`config.mk`:
```
export PLATFORM = sky130hd
export DESIGN_NAME = gpio_event_ctrl
export DESIGN_NICKNAME = d
export VERILOG_FILES = /design/src/rtl/gpio_event_ctrl.sv
export SDC_FILE = /design/constraint.sdc
export NUM_CORES = 1
export LEC_CHECK = 0
export ABC_AREA = 0
export CORE_MARGIN = 3
export CORE_UTILIZATION = 38
export CTS_CLUSTER_SIZE = 28
export DETAILED_ROUTE_END_ITERATION = 8
export GPL_ROUTABILITY_DRIVEN = 0
export PLACE_DENSITY = 0.67
export SYNTH_ARGS = -nofsm -noshare
export SYNTH_HDL_FRONTEND = slang
export SYNTH_SLANG_ARGS = --single-unit
```
`constraint.sdc`:
```
create_clock -name clk -period 4.6 [get_ports clk]
set_input_delay 0.46 -clock clk [delete_from_list [all_inputs] [get_ports clk]]
set_output_delay 0.46 -clock clk [all_outputs]
set_load 0.005 [all_outputs]
```
`src/rtl/gpio_event_ctrl.sv`:
```
// rtl/gpio_event_ctrl.sv - multi-channel GPIO sync/debounce/edge-event block with sticky flags and irq
module gpio_event_ctrl #(
    parameter int N_CH        = 4,
    parameter int SYNC_STAGES = 2,
    parameter int DEB_W       = 8
) (
    input  logic                clk,
    input  logic                rstb,
    input  logic                ena,
    input  logic [N_CH-1:0]     gpio_in,
    input  logic [2*N_CH-1:0]   edge_mode,
    input  logic [DEB_W-1:0]    deb_cycles,
    input  logic [N_CH-1:0]     irq_mask,
    input  logic [N_CH-1:0]     pending_clr,
    output logic [N_CH-1:0]     gpio_level,
    output logic [N_CH-1:0]     gpio_cmd,
    output logic [N_CH-1:0]     pending,
    output logic [N_CH-1:0]     overrun,
    output logic                irq
);

    logic [SYNC_STAGES-1:0] sync_q [N_CH];
    logic [SYNC_STAGES-1:0] sync_d [N_CH];
    logic [DEB_W-1:0]       cnt_q  [N_CH];
    logic [DEB_W-1:0]       cnt_d  [N_CH];
    logic [N_CH-1:0]        level_q, level_d;
    logic [N_CH-1:0]        prev_q, prev_d;
    logic [N_CH-1:0]        cmd_q, cmd_d;
    logic [N_CH-1:0]        pending_q, pending_d;
    logic [N_CH-1:0]        overrun_q, overrun_d;
    logic                   irq_q, irq_d;
    logic [N_CH-1:0]        sync_out;
    logic [DEB_W-1:0]       deb_last;

    // A zero threshold behaves like one, so the last count index is never negative.
    assign deb_last = (deb_cycles == '0) ? '0 : deb_cycles - DEB_W'(1);

    always_comb begin
        for (int i = 0; i < N_CH; i++) begin
            sync_out[i] = sync_q[i][SYNC_STAGES-1];
        end
    end

    always_comb begin
        for (int i = 0; i < N_CH; i++) begin
            sync_d[i]  = {sync_q[i][SYNC_STAGES-2:0], gpio_in[i]};
            level_d[i] = level_q[i];
            cnt_d[i]   = cnt_q[i] + DEB_W'(1);
            if (sync_out[i] == level_q[i]) begin
                cnt_d[i] = '0;
            end else if (cnt_q[i] >= deb_last) begin
                // >= so a threshold lowered mid-count still fires on the next edge
                level_d[i] = sync_out[i];
                cnt_d[i]   = '0;
            end
            prev_d[i]    = level_q[i];
            cmd_d[i]     = (level_q[i] & ~prev_q[i] & edge_mode[2*i]) |
                           (~level_q[i] & prev_q[i] & edge_mode[2*i+1]);
            pending_d[i] = cmd_q[i] | (pending_q[i] & ~pending_clr[i]);
            // A clear in the same cycle as an event keeps pending but drops overrun.
            overrun_d[i] = ~pending_clr[i] & (overrun_q[i] | (cmd_q[i] & pending_q[i]));
        end
        irq_d = |(pending_q & irq_mask);
    end

    always_ff @(posedge clk or negedge rstb) begin
        if (!rstb) begin
            for (int i = 0; i < N_CH; i++) begin
                sync_q[i] <= '0;
                cnt_q[i]  <= '0;
            end
            level_q   <= '0;
            prev_q    <= '0;
            cmd_q     <= '0;
            pending_q <= '0;
            overrun_q <= '0;
            irq_q     <= 1'b0;
        end else if (ena) begin
            for (int i = 0; i < N_CH; i++) begin
                sync_q[i] <= sync_d[i];
                cnt_q[i]  <= cnt_d[i];
            end
            level_q   <= level_d;
            prev_q    <= prev_d;
            cmd_q     <= cmd_d;
            pending_q <= pending_d;
            overrun_q <= overrun_d;
            irq_q     <= irq_d;
        end
    end

    assign gpio_level = level_q;
    assign gpio_cmd   = cmd_q;
    assign pending    = pending_q;
    assign overrun    = overrun_q;
    assign irq        = irq_q;

endmodule

```
After elaboration in Yosys (flattened, before gate mapping)
Cells that the tools add are included.

word-level totals
  register bits = 61
  bits of input ports = 31
  output and inout bits = 17
  word-level logic and storage cells = 102

operators by class
  $add $sub $neg = 5
  order comparisons = 4
  eq/ne operators = 4
  muxes and demuxes = 9
  bitwise gates (word level) = 57
  reductions and logical operators = 6

operator list
  operator                                                            count
  8-bit 2-to-1 mux                                                    9
  8-bit by 1-bit adder with 8-bit output, second input constant       4
  8-bit greater-or-equal comparator                                   4
  1-bit bitwise AND                                                   28
  1-bit NOT                                                           16
  1-bit OR                                                            12
  3-bit AND reduction                                                 4
  8-bit logical NOT                                                   1
  8-bit by 1-bit subtractor with 8-bit output, second input constant  1
  4-bit bitwise AND                                                   1
  1-bit == test                                                       4
  4-bit OR reduction                                                  1

Longest topological paths before layout
  depth after elaboration = 5
  mapped depth = 12
  mapped depth without buffers = 12

Worst setup path before layout
No wires, ideal clock.

  path kind = input port to flip-flop
  start = in deb_cycles[4]
  end = reg level_q[0] (netlist: gpio_level[0])
  setup time = 128 ps
  arrival = 2931 ps
  required time = 4472 ps
  setup slack = 1542 ps
  cell stages on the path = 10
  buffers on the path = 0
  cells stage by stage = nor3_1 nand2_1 or4_1 nand2b_1 ha_1 nor2b_1 o211a_1 o311ai_4 a21oi_1 mux2_1

on the way
  word-level cells in the longest chain between the ends = 4
  elaborated cells on any way between the ends = 5
  those cells by class = add/sub: 1; order compare: 1; mux: 1; reduce/logical: 2

RTL lines
  item                                                                                     line  source
  from (decl)                                                                              12    input logic [DEB_W-1:0] deb_cycles,
  8-bit by 1-bit subtractor with 8-bit output / 8-bit logical NOT (equally long branches)  36    assign deb_last = (deb_cycles == '0) ? '0 : deb_cycles - DEB_W'(1);
  8-bit 2-to-1 mux *                                                                       36
  8-bit greater-or-equal comparator *                                                      51    end else if (cnt_q[i] >= deb_last) begin
  3-bit AND reduction (no line) *                                                          --
  to (signal assigned)                                                                     83    level_q <= level_d;
  to (decl)                                                                                26    logic [N_CH-1:0] level_q, level_d;

Every way passes the cells marked *; elsewhere a longest branch is shown, timed or not.
A chain may end at the register's enable or synchronous reset.

Worst setup path after layout
  start = in deb_cycles[2]
  end = reg cnt_q[19] (netlist name)

on the way
  word-level cells in the longest chain between the ends = 5
  elaborated cells on any way between the ends = 6
  those cells by class = add/sub: 1; order compare: 1; mux: 3; reduce/logical: 1

RTL lines
  item                                                                                     line  source
  8-bit by 1-bit subtractor with 8-bit output / 8-bit logical NOT (equally long branches)  36
  8-bit 2-to-1 mux *                                                                       36
  8-bit greater-or-equal comparator *                                                      51
  8-bit 2-to-1 mux *                                                                       51
  8-bit 2-to-1 mux *                                                                       49    if (sync_out[i] == level_q[i]) begin
  to (signal, indexed assignment)                                                          81    cnt_q[i] <= cnt_d[i];
  to (decl)                                                                                24    logic [DEB_W-1:0] cnt_q [N_CH];

Marked as above.

==> impl_metrics.env <==
export IMPL_powerDensity_nw_per_um2=406
export IMPL_holdWs_ns=0.278
export IMPL_met1_length_mm=4.09
export IMPL_finalCriticalPeriod_ns=3.59
export IMPL_startpoint_type="input port"
export IMPL_antenna_found_initial=0
export IMPL_async_reset_ff_share_pct=100
export IMPL_synth_top_flop_cell="dfrtp_1"
export IMPL_leakagePower_nw=1.99
export IMPL_rsz0062_at_grt="no"
export IMPL_clkTransAtPathRegs_ns=0.07
export IMPL_path_class="input port to register"
export IMPL_drive_gt1_share_pct=10.0
export IMPL_syn_avg_cell_area_um2=10.2
export IMPL_worst_path_max_fanout=6
export IMPL_yosys_warnings=0
export IMPL_ir_drop_uv=232
export IMPL_num_rows=35
export IMPL_top_layer="met4"
export IMPL_cts_repair_resized=0
export IMPL_die_area_um2=11300
export IMPL_reg2reg_depth=5
export IMPL_synth_edff_count=0
export IMPL_cts_root_buf="clkbuf_8"
export IMPL_grt_max_degree=62
export IMPL_post_dp_hpwl_mm=6.27
export IMPL_worst_pin_slew_ns=1.03
export IMPL_fin_crit_sh_pct=78.1
export IMPL_nNetsFinal=492
export IMPL_grt_pass1_wl_mm=15.0
export IMPL_cts_setup_buffers=0
export IMPL_worst_hold_path_type="input port to async pin"
export IMPL_cp_startpoint="deb_cycles[2]"
export IMPL_met3_length_um=425
export IMPL_cts_buffers=9
export IMPL_num_antenna_cells=0
export IMPL_fmax_mhz=278
export IMPL_finalSetupViolCount=0
export IMPL_relSlewSlack_pct=31.4
export IMPL_routedWlPerCell_um=15.5
export IMPL_routed_wl_met2_mm=4.00
export IMPL_utilization_pct=48.1
export IMPL_clock_latency_ns=0.34
export IMPL_hold_violations=0
export IMPL_drc_errors=0
export IMPL_cts_tree="built"
export IMPL_cts_sinks=61
export IMPL_grtUsageTotal_pct=16.2
export IMPL_r2r_slack_ns=2.34
export IMPL_via_count=3097
export IMPL_hold_buffers=0
export IMPL_instances_no_fill=557
export IMPL_critPathRequiredTime_ns=4.83
export IMPL_r2r_end="cnt_q[19]$_DFFE_PN0P_"
export IMPL_r2r_start="cnt_q[22]$_DFFE_PN0P_"
export IMPL_yosys_register_bits=61
export IMPL_synth_nets=442
export IMPL_first_iter_violations=137
export IMPL_portBuffers=47
export IMPL_synth_area_um2=3810
export IMPL_worstSetupEndpoint="cnt_q[19]$_DFFE_PN0P_"
export IMPL_status="finished clean"
export IMPL_fin_worst_skew_ns=0.0107
export IMPL_ys_types=44
export IMPL_initial_utilization_pct=40.1
export IMPL_die_height_um=106
export IMPL_p_total_mw=1.86
export IMPL_drv_cap=0
export IMPL_cp_arrival_ns=3.82
export IMPL_syn_inst=374
export IMPL_postRouteAntennaNets=0
export IMPL_firstDrtPassIters=4
export IMPL_ys_seq_area_share_pct=40.1
export IMPL_ios=48
export IMPL_cts_htree_levels=3
export IMPL_maxSlewViolCount=0
export IMPL_overflow=0
export IMPL_coreArea_um2=9500
export IMPL_die_width_um=106
export IMPL_end_kind="register"
export IMPL_tns_ns=0
export IMPL_clockBufferDepth=2
export IMPL_grt_pass1_vias=3236
export IMPL_viasPerCell=5.56
export IMPL_area_delta_synth_final_pct=20.1
export IMPL_placed_cells=542
export IMPL_routed_wl_mm=8.61
[flip-flops by register name (all words and copies together) (netlist names)]
name	cells
cnt_q	32
gpio_cmd	4
gpio_level	4
irq	1
overrun	4
pending	4
prev_q	4
sync_d	4
sync_out	4
[synthesized netlist by cell type, types with 2 or more instances]
master     number  area share (%)
nor2_1         14             1.4
inv_1          25             2.5
o21ai_0         6            0.79
nand3b_1        8             1.6
nand2b_1        8             1.3
o21a_1          2            0.39
o311ai_4        3             2.1
o2bb2ai_1      11             2.5
mux2_2         15             4.4
a221o_1         2            0.53
xor2_1          4            0.92
a21oi_1        11             1.4
and2_1          2            0.33
and3_1          8             1.3
a31oi_1        23             3.8
a22o_1          4            0.92
mux2i_1        10             2.6
ha_1           37              12
clkbuf_1        8            0.79
nor2b_1         7             1.2
a22oi_1         2            0.39
nand4_1         5            0.82
o311ai_2        3             1.3
o22ai_1        11             1.8
nand3_1        21             2.8
nand2_1        32             3.2
a21o_1          3            0.59
o211a_1         3            0.79
xnor2_1         3            0.69
dfrtp_1        61              40
nor3_1          9             1.2
[worst min path at each step]
stage	from	endpoint	cells past startpoint
2_1_floorplan	rstb	cnt_q[0]$_DFFE_PN0P_	0
3_3_place_gp	sync_d[5]$_DFFE_PN0P_	sync_out[1]$_DFFE_PN0P_	1
3_5_place_dp	sync_d[7]$_DFFE_PN0P_	sync_d[7]$_DFFE_PN0P_	1
4_1_cts	rstb	irq$_DFFE_PN0P_	2
5_1_grt	rstb	overrun[2]$_DFFE_PN0P_	2
6_report	rstb	pending[2]$_DFFE_PN0P_	2
[final cells by class]
| class | count | area (µm²) |
|---|---|---|
| fillers | 895 | 4930 |
| multi-input cells | 278 | 2150 |
| flip-flops and latches | 61 | 1530 |
| repair buffers | 49 | 475 |
| well taps | 129 | 161 |
| clock buffers | 11 | 141 |
| inverters | 25 | 93.8 |
| clock inverters | 4 | 25.0 |
[critical path, stage by stage]
cell and delay, ns:
clkdlybuf4s50_1 0.48, nor3_1 0.29, nand2_1 0.13, or4_1 0.51
and2_1 0.27, ha_1 0.30, nand2b_1 0.14, a2111oi_4 0.09
o311ai_0 0.71, o21ai_0 0.25, o2bb2ai_1 0.18
[per-stage QoR]
stage	setup slack [ns]	instance area, µm²
2_1_floorplan	1.54	3810
3_3_place_gp	0.805	4410
3_5_place_dp	0.694	4410
4_1_cts	1.06	4570
5_1_grt	0.815	4570
6_report	1.01	4570
[layout by cell type, fill, tap and decap left out, types with 9 or more instances in the layout]
master / Yosys / final
nand2_1: 32 / 32
dfrtp_1: 61 / 61
o2bb2ai_1: 11 / 11
a31oi_1: 23 / 23
inv_1: 25 / 25
nor3_1: 9 / 9
nand3_1: 21 / 21
clkbuf_8: 0 / 10
ha_1: 37 / 37
a21oi_1: 11 / 11
clkdlybuf4s50_1: 0 / 45
mux2i_1: 10 / 10
nor2_1: 14 / 14
o22ai_1: 11 / 11
mux2_2: 15 / 15
[per-layer routing]
metal | vias up | global-route usage (%)
met3 | 11 | 3.40
li1 | 1497 | -
met4 | 0 | 5.64
met2 | 79 | 26.4
met1 | 1510 | 21.4
met5 | - | 0
[cells by family after synthesis]
kind of cell,after synthesis,synth area share [%]
simple gates,118,16.1
compound gates,90,19.2
flops,61,40.1
fa+ha+maj,37,12.2
buf+inv,35,3.48
mux,26,7.36
xor+xnor,7,1.61
[where the power goes]
part	leakage (nW)	internal (mW)	switching, mW
clock network	0.0812	0.205	0.220
logic	1.11	0.329	0.316
registers	0.796	0.651	0.136
(Power assumes the default switching activity.)
